==> src/rtl/fir_mac_sequencer_pkg.sv <==
// Shared constants for the FIR MAC sequencer: FSM encoding, width/tap bounds
// and the coefficient values loaded at reset.
package fir_mac_sequencer_pkg;

  localparam int W_DEF     = 8;
  localparam int NTAPS_DEF = 3;
  localparam int NTAPS_MIN = 2;
  localparam int NTAPS_MAX = 4;
  localparam int IDX_W     = $clog2(NTAPS_MAX);

  localparam logic [1:0] ST_IDLE = 2'd0;
  localparam logic [1:0] ST_MAC  = 2'd1;
  localparam logic [1:0] ST_OUT  = 2'd2;

  localparam logic signed [7:0] B0_DEF = 8'sh01;
  localparam logic signed [7:0] B1_DEF = 8'sh02;
  localparam logic signed [7:0] B2_DEF = 8'shFD;
  localparam logic signed [7:0] B3_DEF = 8'sh00;

  function automatic logic signed [7:0] coef_def(input int k);
    case (k)
      0:       return B0_DEF;
      1:       return B1_DEF;
      2:       return B2_DEF;
      default: return B3_DEF;
    endcase
  endfunction

endpackage

==> src/rtl/fir_mac_sequencer_unit.sv <==
// Shared multiply-accumulate datapath: one tap per use, everything modulo 2^W.
module fir_mac_unit
  import fir_mac_sequencer_pkg::*;
#(
  parameter int W = W_DEF
) (
  input  logic [W-1:0] acc,
  input  logic [W-1:0] coef,
  input  logic [W-1:0] samp,
  output logic [W-1:0] sum
);

  // Low W bits of the product are identical for signed and unsigned operands.
  assign sum = acc + W'(coef * samp);

endmodule

==> src/rtl/fir_mac_sequencer.sv <==
// Sequential FIR filter: one shared MAC walks the taps, then holds the result
// until the consumer takes it. Coefficients are writable only while idle.
module fir_mac_sequencer
  import fir_mac_sequencer_pkg::*;
#(
  parameter int NTAPS = NTAPS_DEF,
  parameter int W     = W_DEF
) (
  input  logic         clk,
  input  logic         rst,
  input  logic         in_valid,
  output logic         in_ready,
  input  logic [W-1:0] in_data,
  output logic         out_valid,
  input  logic         out_ready,
  output logic [W-1:0] out_data,
  input  logic         cfg_we,
  input  logic [1:0]   cfg_addr,
  input  logic [W-1:0] cfg_data,
  output logic         cfg_ready,
  output logic         busy
);

  if (NTAPS < NTAPS_MIN || NTAPS > NTAPS_MAX) begin : g_ntaps_range_check
    $error("fir_mac_sequencer: NTAPS out of supported range");
  end

  logic [1:0]                state;
  logic [IDX_W-1:0]          idx;
  logic [W-1:0]              acc, acc_nxt, coef_sel, samp_sel;
  logic [NTAPS-1:0][W-1:0]   hist, coef;
  logic                      last_tap;

  assign in_ready  = (state == ST_IDLE);
  assign cfg_ready = (state == ST_IDLE);
  assign out_valid = (state == ST_OUT);
  assign busy      = (state != ST_IDLE);
  assign last_tap  = (idx == IDX_W'(NTAPS - 1));

  // hist[k] holds x[n-k]; select the tap pair for the current index.
  always_comb begin
    coef_sel = '0;
    samp_sel = '0;
    for (int k = 0; k < NTAPS; k++) begin
      if (idx == IDX_W'(k)) begin
        coef_sel = coef[k];
        samp_sel = hist[k];
      end
    end
  end

  fir_mac_unit #(.W(W)) u_mac (
    .acc  (acc),
    .coef (coef_sel),
    .samp (samp_sel),
    .sum  (acc_nxt)
  );

  always_ff @(posedge clk or posedge rst) begin
    if (rst) begin
      state    <= ST_IDLE;
      acc      <= '0;
      idx      <= '0;
      hist     <= '0;
      out_data <= '0;
    end else begin
      case (state)
        ST_IDLE: if (in_valid) begin
          state <= ST_MAC;
          acc   <= '0;
          idx   <= '0;
          hist  <= {hist[NTAPS-2:0], in_data};
        end
        ST_MAC: begin
          acc <= acc_nxt;
          idx <= idx + 1'b1;
          if (last_tap) begin
            state    <= ST_OUT;
            out_data <= acc_nxt;
          end
        end
        ST_OUT: if (out_ready) state <= ST_IDLE;
        default: state <= ST_IDLE;
      endcase
    end
  end

  // Writes land only in IDLE, so a sample accepted on the same edge sees them.
  always_ff @(posedge clk or posedge rst) begin
    if (rst) begin
      for (int k = 0; k < NTAPS; k++) coef[k] <= W'(coef_def(k));
    end else if (cfg_we && state == ST_IDLE) begin
      for (int k = 0; k < NTAPS; k++)
        if (cfg_addr == 2'(k)) coef[k] <= cfg_data;
    end
  end

endmodule

==> config.mk <==
export PLATFORM = sky130hd
export DESIGN_NAME = fir_mac_sequencer
export DESIGN_NICKNAME = d
export VERILOG_FILES = /design/src/rtl/fir_mac_sequencer_pkg.sv /design/src/rtl/fir_mac_sequencer_unit.sv /design/src/rtl/fir_mac_sequencer.sv
export SDC_FILE = /design/constraint.sdc
export NUM_CORES = 1
export LEC_CHECK = 0
export CAP_MARGIN = 40
export CELL_PAD_IN_SITES_DETAIL_PLACEMENT = 1
export CELL_PAD_IN_SITES_GLOBAL_PLACEMENT = 1
export CORE_ASPECT_RATIO = 0.8
export CORE_MARGIN = 1.5
export CORE_UTILIZATION = 40
export CTS_CLUSTER_SIZE = 14
export DETAILED_ROUTE_END_ITERATION = 10
export PLACE_DENSITY_LB_ADDON = 0.1
export SYNTH_ARGS = -nofsm -noshare
export SYNTH_HDL_FRONTEND = slang
export SYNTH_SLANG_ARGS = --single-unit
==> constraint.sdc <==
create_clock -name clk -period 15.6 [get_ports clk]
set_clock_uncertainty 0.05 [all_clocks]
set_input_delay 3.9 -clock clk [delete_from_list [all_inputs] [get_ports clk]]
set_output_delay 3.9 -clock clk [all_outputs]
set_load 0.005 [all_outputs]
==> impl_metrics.csv, run 1 <==
group,metric,value,unit
placement,dp.cells,576,
setup_path,slowest_delay,0.67,ns
synthesis,synth_area_per_cell,9.76,um^2
synthesis,ys_warn_count,0,
floorplanning,coreArea,9810,um^2
global_route,grt_pass1_wl,17000,um
setup_path,slowest_stage,"ha_1",
clock_tree,clk_latency,0.33,ns
placement,portBuffers,34,
timing,setup_viol,0,
clock_tree,cts-root-buf,"clkbuf_16",
hold_path,hold_path.class,"reg -> reg",
global_route,grt_max_degree,41,
floorplanning,rows,32,
global_route,grt_pass1_vias,3177,
floorplanning,die_y,93.4,um
synthesis,synthFlopType,"dfrtp_1",
placement,dpl_worst_slack,9.20,ns
clock_tree,post_cts_buffers,0,
cells_and_area,stdcell_count,592,
drt,firstDrtPassIters,4,
synthesis,netlist_top_cells_count,"nand2_1 (112), dfrtp_1 (59), inv_1 (43), mux2_2 (29), ha_1 (20)",
timing,tns,0,ns
clock_tree,cts_tree,"yes",
placement,globalplace.congestion,0.838,
setup_path,crit_top_cell,"inv_1",
synthesis,synth.area.top_cells,"dfrtp_1 (36%), nand2_1 (10%), fa_1 (8.8%)",
floorplanning,io_pins,35,
clock_tree,clkSinkCount,68,
status,status,"completed",
drt,drt-total-wl,10100,um
synthesis,synth_area,4090,um^2
cells_and_area,diodes,0,
placement,hpwl,7620,um
drt,ant_nets,0,
synthesis,synth.most_common_cell,"nand2_1",
cells_and_area,syn_to_final_growth,19.7,%
global_route,grt_usage,0.210,
synthesis,synth_edf_count,0,
setup_path,worst_ep_required_time,15.80,ns
cells_and_area,fill_cells,1107,
synthesis,syn_nets,480,
drt,viasPerCell,4.95,
drt,drc,0,
clock_tree,cts_hold_buf,0,
clock_tree,cts_resized,0,
timing,final_hold_viol_count,0,
synthesis,synth.distinct_cells,35,
global_route,antenna_found_initial,0,
flow_run,max_cap_viol_count,0,
synthesis,ys_ff_latch,68,
clock_tree,max-clock-path-buffers,2,
timing,fin_crit,6.43,ns
synthesis,yosysTopAreaCell,"dfrtp_1",
clock_tree,htreeDepth,3,
setup_path,critPathLaunchType,"register",
setup_path,crit_chain,"inv_1 -> ha_1 -> inv_1 -> a31oi_1 -> nand2_1 -> fa_1 -> inv_1 -> fa_1 -> ha_1 -> inv_1 -> fa_1 -> inv_1 -> fa_1 -> a21o_1 -> a21oi_1 -> xnor3_2 -> xnor2_1 -> xnor2_1 -> xnor3_1 -> o21ai_1",
drt,drt_iter0_markers,88,
synthesis,synthArstFlopShare,1.00,
cells_and_area,fin_nets,512,
floorplanning,start_util,0.417,
setup_path,cp_max_fo,22,
cells_and_area,fin_util,0.499,
clock_tree,clk_pin_slew,0.06,ns
timing,max_slew.worst_pin.slew,0.803,ns
floorplanning,die_w,116,um
setup_path,path_class,"reg -> reg",
drt,routedWlPerCell,17.0,um
timing,fin_crit_sh,0.412,
synthesis,yosysSeqAreaShare,0.419,
setup_path,cp.arrival,6.62,ns
floorplanning,dieArea,10800,um^2
clock_tree,numCtsBuffers,9,
timing,rsz0062_at_grt,"false",
synthesis,yosys.area.top_type_share,0.361,
synthesis,syn_inst,419,
timing,fin_ws,9.17,ns
cells_and_area,drive_gt1_frac,0.143,
drt,vias,2933,
setup_path,end_kind,"register",
timing,drv_slew,0,
timing,relSlewSlack,0.459,
timing,fmaxAchievable,156,MHz
global_route,overflow,0,
-- state kept, by name, summed over array words and instances (netlist names) --
| name | count |
|---|---|
| coef | 24 |
| hist | 24 |
| acc | 8 |
| out_data | 8 |
| idx | 2 |
| state | 2 |
-- worst paths after layout --
path                       cells after the start                 start              endpoint  slack, ns
max                                           20    idx[0]$_DFFE_PP0P_    acc[7]$_DFFE_PP0P_       9.17
min                                            2  hist[21]$_DFFE_PP0P_  hist[21]$_DFFE_PP0P_       0.43
max reg2reg                                   20    idx[0]$_DFFE_PP0P_    acc[7]$_DFFE_PP0P_       9.17
min reg2reg                                    2  hist[21]$_DFFE_PP0P_  hist[21]$_DFFE_PP0P_       0.43
max in group asynchronous                      4                   rst  coef[21]$_DFFE_PP1P_      10.98
min in group asynchronous                      3                   rst  state[1]$_DFFE_PP0P_       3.91
-- cells in the final DEF (no fill, tap or decap), drive strengths merged, types with 13 or more instances in the layout --
cell type        n
nand2          112
mux2            29
dfrtp           59
inv             43
o21ai           14
nand3b          13
a21oi           16
ha              20
fa              18
clkdlybuf4s50   34
xnor2           13
-- layout make-up --
| class | instances | area, um^2 | share of cell area |
|---|---|---|---|
| inverter | 43 | 161 | 0.0330 |
| multi-input combinational | 290 | 2130 | 0.435 |
| clock inverter | 5 | 60.1 | 0.0123 |
| clock buffer | 11 | 253 | 0.0516 |
| sequential | 68 | 1710 | 0.350 |
| tap | 136 | 170 | 0.0347 |
| timing repair buffer | 39 | 410 | 0.0838 |
-- cell families (layout without fill, tap and decap cells) --
kind of cell,Yosys count,count (layout),synth area share
adder cells (fa/ha/maj),38,38,0.149
multiplexers,29,29,0.0798
AO/OA/AOI/OAI,51,51,0.0826
AND/OR/NAND/NOR,156,156,0.168
flip-flops,68,68,0.419
XOR/XNOR,16,16,0.0413
buffers and inverters,61,98,0.0606
-- layer usage --
metal / share of wire / global-route usage / vias to the layer above
li1: - / - / 1413
met1: 0.49 / 0.299 / 1472
met2: 0.47 / 0.332 / 42
met3: 0.034 / 0.0408 / 6
met4: 0.0066 / 0.0488 / 0
met5: 0 / 0 / -
-- worst max-delay path, delay by kind of cell, from the launching register on --
family	cells	cell delay, ns
AO/OA/AOI/OAI	4	0.95
adder cells (fa/ha/maj)	6	2.98
AND/OR/NAND/NOR	1	0.14
flip-flops	1	0.41
XOR/XNOR	4	1.06
buffers and inverters	5	0.73
-- stage by stage --
stage                     hold WS, ns  cell area [um^2]
after floorplan                 0.388              4090
after global placement          0.411              4540
after detailed placement        0.420              4580
after CTS                       0.433              4900
after global routing            0.464              4900
final                           0.429              4900
Power of run 1 is not shown: default switching activity piles up to over one toggle a cycle in this logic, so the estimate is an artifact.
==> inputs of run 2 (changes only) <==
==> constraint.sdc (replaced) <==
create_clock -name clk -period 6.09 [get_ports clk]
set_clock_uncertainty 0.05 [all_clocks]
set_input_delay 1.5225 -clock clk [delete_from_list [all_inputs] [get_ports clk]]
set_output_delay 1.5225 -clock clk [all_outputs]
set_load 0.005 [all_outputs]
==> run 2 against run 1 <==
Effect of this change:
- sequential share of layout area fell by 0.56 points
- critical path depth rose by 1
- worst hold slack got worse by 0.0055 ns
- largest cell class unchanged
==> impl_metrics.csv, run 2 (synthesis results as in run 1) <==
group,metric,value,unit
timing,tns,0,ns
floorplanning,die_y,93.4,um
hold_path,hold_path.class,"reg -> reg",
timing,setup_viol,0,
floorplanning,rows,32,
timing,max_slew.worst_pin.slew,0.706,ns
floorplanning,die_w,116,um
global_route,overflow,0,
clock_tree,clk_latency,0.34,ns
timing,drv_slew,0,
drt,ant_nets,0,
setup_path,slowest_stage,"fa_1",
floorplanning,start_util,0.417,
global_route,grt_usage,0.212,
setup_path,end_kind,"register",
setup_path,critPathLaunchType,"register",
clock_tree,cts_tree,"yes",
setup_path,slowest_delay,0.50,ns
global_route,grt_pass1_wl,17000,um
global_route,antenna_found_initial,0,
drt,firstDrtPassIters,4,
setup_path,crit_top_cell,"ha_1",
clock_tree,clk_pin_slew,0.06,ns
setup_path,cp.arrival,5.85,ns
cells_and_area,final_cell_mix,"nand2_1 (112), dfrtp_1 (59), inv_1 (42)",
clock_tree,max-clock-path-buffers,2,
placement,portBuffers,34,
cells_and_area,layout_commonest_cell,"nand2_1",
global_route,grt_pass1_vias,3217,
drt,drc,0,
timing,relSlewSlack,0.527,
placement,globalplace.congestion,0.790,
timing,rsz0062_at_grt,"false",
clock_tree,cts-root-buf,"clkbuf_16",
cells_and_area,diodes,0,
cells_and_area,fill_cells,1115,
clock_tree,cts_hold_buf,0,
cells_and_area,fin_nets,522,
setup_path,crit_family,"adder cells",
setup_path,cp_max_fo,9,
cells_and_area,drive_gt1_frac,0.161,
setup_path,worst_ep_required_time,6.29,ns
global_route,grt_max_degree,53,
status,status,"completed",
setup_path,critPathBufInv,4,
clock_tree,numCtsBuffers,9,
cells_and_area,largestRegisters,"coef (24), hist (24)",
setup_path,crit_chain,"inv_1 -> ha_1 -> buf_4 -> nand3b_1 -> a31oi_1 -> buf_4 -> nand2_1 -> fa_1 -> inv_1 -> ha_1 -> ha_1 -> fa_1 -> ha_1 -> fa_1 -> a21o_1 -> a21oi_1 -> xnor3_2 -> xnor2_1 -> xnor2_1 -> xnor3_1 -> o21ai_1",
drt,drt_iter0_markers,75,
timing,fin_crit_sh,0.927,
drt,drt-total-wl,10200,um
placement,hpwl,7660,um
drt,vias,2975,
flow_run,max_cap_viol_count,0,
setup_path,path_class,"reg -> reg",
floorplanning,coreArea,9810,um^2
timing,fmaxAchievable,177,MHz
timing,final_hold_viol_count,0,
timing,fin_crit,5.65,ns
cells_and_area,syn_to_final_growth,21.7,%
drt,routedWlPerCell,17.0,um
clock_tree,htreeDepth,3,
clock_tree,clkSinkCount,68,
drt,viasPerCell,4.94,
floorplanning,dieArea,10800,um^2
floorplanning,io_pins,35,
## run 2: changes by cell type in the layout (fill, tap and decap cells not counted), sizes merged
cell	delta
buf	+10
clkbuf	+1
clkinv	-1
## run 2: worst min-delay path: cells and delay by family (launching register included)
family / cells / cell delay [ns]
simple gates: 2 / 0.11
flops: 1 / 0.33
## run 2: final cells by class
cell class | instances | area [um^2] | area share
clock inverter | 4 | 47.5 | 0.00955
inverter | 43 | 161 | 0.0324
clock buffer | 12 | 256 | 0.0515
sequential | 68 | 1710 | 0.344
tap | 136 | 170 | 0.0342
multi-input combinational | 290 | 2140 | 0.429
timing repair buffer | 49 | 493 | 0.0990
## run 2: layer usage
layer  wire length (um)  part of all wire  vias up  global-route usage
met1               5130              0.50     1487               0.295
met5                  0                 0        -                   0
met4                131             0.013        0              0.0640
met3                384             0.038       14              0.0441
met2               4590              0.45       40               0.334
li1                   -                 -     1434                   -
## run 2: metrics by stage
step           worst slack [ns]  hold WS [ns]  instances  cell area, um^2  utilization
2_1_floorplan             0.760         0.388        419             4090            -
3_3_place_gp              0.421         0.407        583             4600        0.469
3_5_place_dp              0.325         0.416        585             4660        0.475
4_1_cts                   0.291         0.430        601             4960        0.506
5_1_grt                  0.0434         0.450        602             4980        0.507
6_report                  0.445         0.424        602             4980        0.507
## run 2: final timing paths
check | start | to | slack [ns] | depth (start not counted)
hold / removal | hist[22]$_DFFE_PP0P_ | hist[22]$_DFFE_PP0P_ | 0.42 | 2
setup reg to reg | idx[0]$_DFFE_PP0P_ | acc[7]$_DFFE_PP0P_ | 0.44 | 21
max in group asynchronous | rst | coef[0]$_DFFE_PP1P_ | 3.93 | 4
min in group asynchronous | rst | acc[3]$_DFFE_PP0P_ | 1.47 | 3
hold reg to reg | hist[22]$_DFFE_PP0P_ | hist[22]$_DFFE_PP0P_ | 0.42 | 2
setup / recovery | idx[0]$_DFFE_PP0P_ | acc[7]$_DFFE_PP0P_ | 0.44 | 21
## run 2: repair_timing
| item | in CTS | in global routing |
|---|---|---|
| setup buffers | 0 | 0 |
| resized for setup | 0 | 1 |
| setup endpoints to repair | 0 | 2 |
Power of run 2 is left out for the same reason.
==> inputs of run 3 (changes only) <==
--- a/config.mk
+++ b/config.mk
@@ -14,6 +14,7 @@
 export CTS_CLUSTER_SIZE = 14
 export DETAILED_ROUTE_END_ITERATION = 10
 export PLACE_DENSITY_LB_ADDON = 0.1
+export SETUP_SLACK_MARGIN = 0.15
 export SYNTH_ARGS = -nofsm -noshare
 export SYNTH_HDL_FRONTEND = slang
 export SYNTH_SLANG_ARGS = --single-unit
==> run 3 against run 2 <==
Effect of this change:
- die area unchanged
- design area up 0.18%
- utilization rose by 0.089 points
- worst setup slack improved by 0.091 ns
- final cell count is the same
==> impl_metrics.csv, run 3 (synthesis results as in run 1) <==
group,metric,value,unit
status,status,"completed",
drt,drt-total-wl,10200,um
timing,final_hold_viol_count,0,
drt,ant_nets,0,
clock_tree,clk_latency,0.34,ns
cells_and_area,syn_to_final_growth,21.9,%
cells_and_area,layout_commonest_cell,"nand2_1",
flow_run,max_cap_viol_count,0,
global_route,antenna_found_initial,0,
timing,rsz0062_at_grt,"false",
floorplanning,start_util,0.417,
placement,hpwl,7660,um
floorplanning,die_y,93.4,um
placement,portBuffers,34,
drt,firstDrtPassIters,4,
global_route,grt_max_degree,53,
cells_and_area,diodes,0,
clock_tree,clk_pin_slew,0.06,ns
timing,fmaxAchievable,180,MHz
setup_path,cp.arrival,5.76,ns
floorplanning,io_pins,35,
cells_and_area,largestRegisters,"coef (24), hist (24)",
drt,wl_met2,4640,um
setup_path,path_class,"reg -> reg",
placement,globalplace.congestion,0.790,
drt,dr.max_layer_used,"met4",
clock_tree,max-clock-path-buffers,2,
drt,viasPerCell,4.95,
global_route,grt_pass1_vias,3217,
floorplanning,coreArea,9810,um^2
drt,wl_met3,334,um
timing,max_slew.worst_pin.slew,0.706,ns
clock_tree,numCtsBuffers,9,
timing,drv_slew,0,
cells_and_area,fin_nets,522,
clock_tree,cts-root-buf,"clkbuf_16",
timing,relSlewSlack,0.527,
drt,drc,0,
clock_tree,htreeDepth,3,
global_route,grt_pass1_wl,17000,um
clock_tree,cts_tree,"yes",
timing,fin_crit,5.55,ns
global_route,overflow,0,
setup_path,end_kind,"register",
setup_path,critPathLaunchType,"register",
clock_tree,post_cts_buffers,0,
setup_path,slowest_delay,0.50,ns
timing,setup_viol,0,
floorplanning,dieArea,10800,um^2
setup_path,slowest_stage,"fa_1",
cells_and_area,drive_gt1_frac,0.165,
cells_and_area,fill_cells,1113,
floorplanning,rows,32,
global_route,grt_usage,0.212,
drt,drt_iter0_markers,87,
setup_path,crit_chain,"inv_1 -> ha_2 -> buf_4 -> nand3b_1 -> a31oi_1 -> buf_4 -> nand2_1 -> fa_1 -> inv_1 -> ha_1 -> ha_1 -> fa_1 -> ha_1 -> fa_1 -> a21o_1 -> a21oi_1 -> xnor3_2 -> xnor2_1 -> xnor2_1 -> xnor3_1 -> o21ai_1",
cells_and_area,final_cell_mix,"nand2_1 (112), dfrtp_1 (59), inv_1 (42)",
drt,routedWlPerCell,17.0,um
clock_tree,clkSinkCount,68,
hold_path,hold_path.class,"reg -> reg",
timing,fin_crit_sh,0.912,
setup_path,cp_max_fo,9,
drt,wl_met1,5130,um
floorplanning,die_w,116,um
timing,tns,0,ns
drt,vias,2982,
setup_path,worst_ep_required_time,6.30,ns
-- run 3: area by class of cell --
| type | count | area, um^2 | area share |
|---|---|---|---|
| clock buffers | 12 | 256 | 0.0514 |
| clock inverters | 4 | 47.5 | 0.00954 |
| repair buffers | 49 | 493 | 0.0989 |
| inverters | 43 | 161 | 0.0324 |
| multi-input cells | 290 | 2140 | 0.430 |
| well taps | 136 | 170 | 0.0341 |
| flip-flops and latches | 68 | 1710 | 0.344 |
-- run 3: worst max-delay path: cells and delay by family (launching register included) --
family                     cells  cell delay, ns
AOI/OAI and AO/OA              4            0.76
xor gates and xnor gates       4            1.02
adders and majority gates      7            2.53
buffers and inverters          4            0.53
DFF                            1            0.41
and+or+nand+nor                2            0.17
-- run 3: final timing paths --
check	from	end	slack (ns)	cells after the start
max	idx[0]$_DFFE_PP0P_	out_data[7]$_DFFE_PP0P_	0.54	21
min	hist[22]$_DFFE_PP0P_	hist[22]$_DFFE_PP0P_	0.42	2
max reg2reg	idx[0]$_DFFE_PP0P_	out_data[7]$_DFFE_PP0P_	0.54	21
min reg2reg	hist[22]$_DFFE_PP0P_	hist[22]$_DFFE_PP0P_	0.42	2
max in group asynchronous	rst	coef[0]$_DFFE_PP1P_	3.93	4
min in group asynchronous	rst	out_data[4]$_DFFE_PP0P_	1.47	3
-- run 3: per-layer routing --
| metal | GRT usage | vias to the layer above |
|---|---|---|
| met4 | 0.0640 | 0 |
| li1 | - | 1435 |
| met5 | 0 | - |
| met1 | 0.295 | 1495 |
| met3 | 0.0441 | 11 |
| met2 | 0.334 | 41 |
-- run 3: stage by stage --
stage	setup WS (ns)	hold slack [ns]	area, um^2	util	instances
floorplan	0.760	0.388	4090	-	419
global placement	0.421	0.407	4600	0.469	583
detailed placement	0.325	0.416	4660	0.475	585
CTS	0.291	0.430	4960	0.506	601
global route	0.156	0.450	4990	0.508	602
finish	0.536	0.421	4990	0.508	602
-- run 3: what timing repair did --
| action | 4_1_cts | 5_1_grt |
|---|---|---|
| hold buffers | 0 | 0 |
| gates resized for setup | 0 | 3 |
| endpoints found under the setup margin | 0 | 2 |
Power of run 3 is left out for the same reason.
